File: src/rtl/jtcps1_vram_rdslot_if.sv
// VRAM read bus (palette copy engine side) plus the 32-bit SDRAM read port behind it.
// The slave modport is the read-slot view; the master modport is the requester/arbiter side.
interface jtcps1_vram_rdslot_if;
  logic        vram_cs;
  logic [17:0] vram_addr;
  logic [15:0] vram_data;
  logic        vram_ok;
  logic        cache_inv;
  logic [21:0] sdram_addr;
  logic        sdram_req;
  logic        sdram_ack;
  logic        sdram_rdy;
  logic [31:0] sdram_din;

  modport slave (
    input  vram_cs, vram_addr, cache_inv, sdram_ack, sdram_rdy, sdram_din,
    output vram_data, vram_ok, sdram_addr, sdram_req
  );

  modport master (
    output vram_cs, vram_addr, cache_inv, sdram_ack, sdram_rdy, sdram_din,
    input  vram_data, vram_ok, sdram_addr, sdram_req
  );
endinterface

File: src/rtl/jtcps1_vram_rdslot.sv
// VRAM read slot: serves 16-bit VRAM reads from a one-line (two-word) cache
// refilled through a 32-bit SDRAM read port. Fetches are never aborted.
module jtcps1_vram_rdslot #(
  parameter logic [21:0] VRAM_OFFSET = 22'h10_0000
) (
  input  logic                  clk,
  input  logic                  rst_n,
  jtcps1_vram_rdslot_if.slave   bus
);

  typedef enum logic [1:0] {
    ST_IDLE = 2'd0,
    ST_REQ  = 2'd1,
    ST_WAIT = 2'd2
  } state_t;

  state_t      state_q,      state_d;
  logic [17:0] addr_l_q,     addr_l_d;
  logic [31:0] line_q,       line_d;
  logic [16:0] tag_q,        tag_d;
  logic [16:0] ftag_q,       ftag_d;
  logic        valid_q,      valid_d;
  logic        inv_seen_q,   inv_seen_d;
  logic [15:0] vram_data_q,  vram_data_d;
  logic        vram_ok_q,    vram_ok_d;
  logic        sdram_req_q,  sdram_req_d;
  logic [21:0] sdram_addr_q, sdram_addr_d;

  logic hit;
  logic addr_match;
  logic issue;
  logic fill;

  // hit and match both look at the registered address, so any vram_addr
  // change forces vram_ok low for one cycle before fresh data is shown
  always_comb begin
    hit        = valid_q && (tag_q == addr_l_q[17:1]);
    addr_match = (bus.vram_addr == addr_l_q);
    addr_l_d   = bus.vram_addr;
    vram_ok_d  = bus.vram_cs && addr_match && hit;
    vram_data_d = vram_data_q;
    if (vram_ok_d)
      vram_data_d = addr_l_q[0] ? line_q[31:16] : line_q[15:0];
  end

  // state register
  always_ff @(posedge clk or negedge rst_n) begin
    if (!rst_n) state_q <= ST_IDLE;
    else        state_q <= state_d;
  end

  // next state
  always_comb begin
    state_d = state_q;
    case (state_q)
      ST_IDLE: if (bus.vram_cs && addr_match && !hit) state_d = ST_REQ;
      ST_REQ:  if (bus.sdram_ack) state_d = bus.sdram_rdy ? ST_IDLE : ST_WAIT;
      ST_WAIT: if (bus.sdram_rdy) state_d = ST_IDLE;
      default: state_d = ST_IDLE;
    endcase
  end

  // datapath / outputs
  always_comb begin
    sdram_req_d  = sdram_req_q;
    sdram_addr_d = sdram_addr_q;
    ftag_d       = ftag_q;
    inv_seen_d   = inv_seen_q;
    line_d       = line_q;
    tag_d        = tag_q;
    valid_d      = valid_q;

    issue = (state_q == ST_IDLE) && (state_d == ST_REQ);
    // ack+rdy together while in REQ counts as ack then rdy
    fill  = ((state_q == ST_REQ)  && bus.sdram_ack && bus.sdram_rdy) ||
            ((state_q == ST_WAIT) && bus.sdram_rdy);

    if (issue) begin
      sdram_req_d  = 1'b1;
      sdram_addr_d = VRAM_OFFSET + {4'd0, addr_l_q[17:1], 1'b0};
      ftag_d       = addr_l_q[17:1];
      inv_seen_d   = 1'b0;
    end

    if ((state_q == ST_REQ) && bus.sdram_ack)
      sdram_req_d = 1'b0;

    // an invalidate during a fetch taints the line that is still on its way
    if (bus.cache_inv) begin
      valid_d = 1'b0;
      if (state_q != ST_IDLE) inv_seen_d = 1'b1;
    end

    if (fill) begin
      line_d  = bus.sdram_din;
      tag_d   = ftag_q;
      valid_d = !inv_seen_q && !bus.cache_inv;
    end
  end

  always_ff @(posedge clk or negedge rst_n) begin
    if (!rst_n) begin
      addr_l_q     <= '0;
      line_q       <= '0;
      tag_q        <= '0;
      ftag_q       <= '0;
      valid_q      <= 1'b0;
      inv_seen_q   <= 1'b0;
      vram_data_q  <= '0;
      vram_ok_q    <= 1'b0;
      sdram_req_q  <= 1'b0;
      sdram_addr_q <= '0;
    end else begin
      addr_l_q     <= addr_l_d;
      line_q       <= line_d;
      tag_q        <= tag_d;
      ftag_q       <= ftag_d;
      valid_q      <= valid_d;
      inv_seen_q   <= inv_seen_d;
      vram_data_q  <= vram_data_d;
      vram_ok_q    <= vram_ok_d;
      sdram_req_q  <= sdram_req_d;
      sdram_addr_q <= sdram_addr_d;
    end
  end

  assign bus.vram_data  = vram_data_q;
  assign bus.vram_ok    = vram_ok_q;
  assign bus.sdram_req  = sdram_req_q;
  assign bus.sdram_addr = sdram_addr_q;

endmodule

File: src/flat_wrapper.sv
// flat-port wrapper written by rule: the top's interface ports become plain ports
module jtcps1_vram_rdslot_flat 
#(
  parameter logic [21:0] VRAM_OFFSET = 22'h10_0000
)
  (clk, rst_n, bus_vram_cs, bus_vram_addr, bus_cache_inv, bus_sdram_ack, bus_sdram_rdy, bus_sdram_din, bus_vram_data, bus_vram_ok, bus_sdram_addr, bus_sdram_req);
  jtcps1_vram_rdslot_if bus_i ();
  input  logic clk;
  input  logic rst_n;
  input wire logic [$bits(bus_i.vram_cs)-1:0] bus_vram_cs;
  input wire logic [$bits(bus_i.vram_addr)-1:0] bus_vram_addr;
  input wire logic [$bits(bus_i.cache_inv)-1:0] bus_cache_inv;
  input wire logic [$bits(bus_i.sdram_ack)-1:0] bus_sdram_ack;
  input wire logic [$bits(bus_i.sdram_rdy)-1:0] bus_sdram_rdy;
  input wire logic [$bits(bus_i.sdram_din)-1:0] bus_sdram_din;
  output wire logic [$bits(bus_i.vram_data)-1:0] bus_vram_data;
  output wire logic [$bits(bus_i.vram_ok)-1:0] bus_vram_ok;
  output wire logic [$bits(bus_i.sdram_addr)-1:0] bus_sdram_addr;
  output wire logic [$bits(bus_i.sdram_req)-1:0] bus_sdram_req;
  assign bus_i.vram_cs = bus_vram_cs;
  assign bus_i.vram_addr = bus_vram_addr;
  assign bus_i.cache_inv = bus_cache_inv;
  assign bus_i.sdram_ack = bus_sdram_ack;
  assign bus_i.sdram_rdy = bus_sdram_rdy;
  assign bus_i.sdram_din = bus_sdram_din;
  assign bus_vram_data = bus_i.vram_data;
  assign bus_vram_ok = bus_i.vram_ok;
  assign bus_sdram_addr = bus_i.sdram_addr;
  assign bus_sdram_req = bus_i.sdram_req;
  jtcps1_vram_rdslot #(.VRAM_OFFSET(VRAM_OFFSET)) u_core (.clk(clk), .rst_n(rst_n), .bus(bus_i));
endmodule
File: config.mk
export PLATFORM = sky130hd
export DESIGN_NAME = jtcps1_vram_rdslot_flat
export DESIGN_NICKNAME = d
export VERILOG_FILES = /design/src/rtl/jtcps1_vram_rdslot_if.sv /design/src/rtl/jtcps1_vram_rdslot.sv /design/src/flat_wrapper.sv
export SDC_FILE = /design/constraint.sdc
export NUM_CORES = 1
export LEC_CHECK = 0
export BUFFER_PORTS_ARGS = -buffer_cell sky130_fd_sc_hd__buf_2
export CAP_MARGIN = 10
export CORE_MARGIN = 4
export CORE_UTILIZATION = 45
export DETAILED_ROUTE_END_ITERATION = 8
export GPL_TIMING_DRIVEN = 0
export PLACE_DENSITY = 0.7
export SLEW_MARGIN = 5
export SYNTH_ARGS = -nofsm -noshare
export SYNTH_HDL_FRONTEND = slang
export SYNTH_SLANG_ARGS = --single-unit
File: constraint.sdc
create_clock -name clk -period 2 [get_ports clk]
set_input_delay 0 -clock clk [delete_from_list [all_inputs] [get_ports clk]]
set_output_delay 0 -clock clk [all_outputs]
set_load 0.005 [all_outputs]
==> metrics.yaml <==
clk_pin_slew_ns: 0.10
yosysSeqAreaShare_pct: 58.8
r2r-end: "u_core.bus.vram_data[2]$_DFFE_PN0P_"
core_sq_mm: 0.00982
timing.reg2reg.setup_slack_ns: -0.19
dpl.hpwl_um: 6510
antenna_found_initial: 0
clock_sinks: 107
start_kind: "register"
hold_viol_final: 0
cts_tree: "built"
final_nets: 523
final_max_slew_viol_count: 0
p_comb_share_pct: 10.5
ys_top_cells_by_area: "dfrtp_1 (59%), mux2_2 (18%), mux2_4 (8.6%)"
start_util_pct: 46.4
setup_viol: 33
fin_ws_ns: -0.193
worstHoldPathCells: 5
syn_to_final_growth_pct: 35.6
seqPwrFrac_pct: 56.5
h-tree-depth: 3
worstPathMaxFanout: 4
design.portCount: 96
drive_gt1_share_pct: 50.8
hold_class: "in2reg"
max_cap_violations: 0
grt_usage_pct: 17.4
critPathRequiredTime_ns: 2.25
avgSynthCellArea_sq_um: 15.4
switching_share_pct: 22.8
clock.fmax_mhz: 456
stdcell_area_sq_mm: 0.00618
die_area_sq_mm: 0.0118
clock_tree.buffer_depth: 2
synth_area_sq_mm: 0.00456
die_x_um: 109
grt_pass1_wl_um: 15900
synth.top_cell.area_share_pct: 58.8
place.gp.congestion: 0.752
grt_pass1_vias: 3159
drc: 0
grt_max_degree: 70
yosysUniqueCellTypes: 31
violations: "negative setup slack"
period_share_pct: 110
die_h_um: 109
p_total_mw: 4.13
fin_crit_ns: 2.19
overflow: 0
cp_data_arrival_time_ns: 2.45
r2r_cells: 8
drt_iter0_drc: 94
tightest_slew_ns: 0.631
end_kind: "register"
vias_per_cell: 4.80
p_clk_share_pct: 33.0
rsz0062_at_grt: "true"
mostFrequentLayoutCells: "dfrtp_1 (107), buf_2 (91), mux2_2 (67), dlygate4sd3_1 (56)"
r2r-start: "u_core.addr_l_q[2]$_DFF_PN0_"
mostFrequentLayoutCell: "dfrtp_1"
insertion_delay_ns: 0.36
dpl_cell_area_sq_mm: 0.00522
rows: 36
outcome: "complete, but fails checks"
hp-start: "bus_vram_addr[2]"
synth_largest_area_cell: "dfrtp_1"
dp_cells: 523
hold_ws_ns: 0.139
io_buffer_count: 91
ys_warn_count: 0
wl_per_cell_um: 16.3
stdcell_count: 605
met2_usage_pct: 29.2
n_antenna_cell: 0
slew_headroom_pct: 58.0
ant_nets: 0
finClkSkew_ns: 0.00785
ys_ff_latch: 107
vdd_drop_max_v: 0.000534
dp_slack_ns: -0.559
drt-total-wl_um: 9850
use_met1_pct: 23.0
intPower_mw: 3.19
numCtsBuffers: 9
p_sw_mw: 0.943
use_met3_pct: 3.55
grt_most_used_layer: "met2"
cts-root-buf: "clkbuf_8"
syn-instance-count: 295
p_leak_nw: 3.15
drt_pass1_iterations: 4
critPathKind: "reg2reg"
p_per_area_mw_per_mm2: 668
min_to: "u_core.bus.vram_ok$_DFF_PN0_"
vias: 2906
==> Yosys cell counts <==
library cell and n:
buf_8 1, mux2_2 72, nand4_2 1, conb_1 1
buf_4 4, nand3b_1 1, nand2_1 7, inv_1 2
dfrtp_1 107, a311oi_1 1, nor4_4 1, nor2_1 1
nand3_1 3, nor3_1 1, nor4_2 3, nor4_1 7
o21ai_0 2, mux2_4 26, a21boi_0 1, xnor2_1 2
or2_2 1, nor2b_1 1, a21oi_1 1, a2111o_1 1
xor2_1 33, nor4b_1 2, clkbuf_1 5, nand2b_1 1
and3_1 2, buf_6 2, buf_2 2
==> registers in the layout (all words and copies together), names as in the netlist <==
register and flops:
u_core.bus.vram_ok 1, u_core.bus.sdram_addr 2, u_core.valid_q 1, u_core.line_q 32
u_core.ftag_q 16, u_core.bus.sdram_req 1, u_core.state_q 2, u_core.tag_q 17
u_core.bus.vram_data 16, u_core.addr_l_q 18, u_core.inv_seen_q 1
==> routing by layer <==
layer / share of wire, % / wire, um
met2: 51 / 5020
met3: 3.6 / 354
met1: 44 / 4370
met4: 1.1 / 110
met5: 0 / 0
==> area by class of cell <==
type                            instances  area [sq um]
Fill cell                             794          3640
Sequential cell                       107          2680
Multi-Input combinational cell        175          1860
Timing Repair Buffer                  158          1150
Tap cell                              133           166
Clock buffer                           13           159
Buffer                                 14           113
Clock inverter                          3          46.3
Inverter                                2          7.51
==> metrics by stage <==
step                setup TNS [ns]  utilization (%)
detailed placement          -12.55             53.2
CTS                          -5.09             61.5
finish                       -4.98             62.9
floorplan                    -1.04                -
global placement            -37.78             52.9
global route                 -8.26             62.9
==> cell families after synthesis <==
logic type | share of synthesized area (%)
xor+xnor | 6.73
mux | 26.4
compound gates | 0.934
other cells | 0.0823
flops | 58.8
buf+inv | 2.28
simple gates | 4.86
==> worst max path at each step <==
stage                                       start                                   end  depth (start not counted)
floorplan            u_core.addr_l_q[2]$_DFF_PN0_  u_core.bus.vram_data[10]$_DFFE_PN0P_                          6
global placement    u_core.addr_l_q[13]$_DFF_PN0_  u_core.bus.vram_data[14]$_DFFE_PN0P_                          6
detailed placement  u_core.addr_l_q[14]$_DFF_PN0_   u_core.bus.vram_data[9]$_DFFE_PN0P_                          6
CTS                  u_core.addr_l_q[4]$_DFF_PN0_   u_core.bus.vram_data[2]$_DFFE_PN0P_                          6
global route         u_core.addr_l_q[2]$_DFF_PN0_   u_core.bus.vram_data[2]$_DFFE_PN0P_                          8
finish               u_core.addr_l_q[2]$_DFF_PN0_   u_core.bus.vram_data[2]$_DFFE_PN0P_                          8
==> power groups by stage <==
stage / Clock, mW / Sequential, mW / Combinational, mW
3_5_place_dp: 0 / 2.37 / 0.337
5_1_grt: 1.49 / 2.35 / 0.479
3_3_place_gp: 0 / 2.37 / 0.319
2_1_floorplan: 0 / 2.36 / 0.194
6_report: 1.36 / 2.33 / 0.433
4_1_cts: 1.40 / 2.33 / 0.426
==> worst max-delay path, stage by stage (launching register included) <==
cell	delay (ns)
dfrtp_1	0.44
xor2_1	0.17
nor4_2	0.38
nand3_1	0.15
buf_4	0.17
nor4_4	0.15
buf_6	0.17
buf_6	0.13
mux2_2	0.33
==> what timing repair did <==
item / CTS / global route
endpoints found under the hold margin: 94 / 0
pin swaps: 2 / 9
buffers inserted: 4 / 5
hold buffers: 56 / 0
resized for setup: 7 / 22
cloned: 0 / 1
setup endpoints to repair: 52 / 67
(Power assumes the default switching activity.)
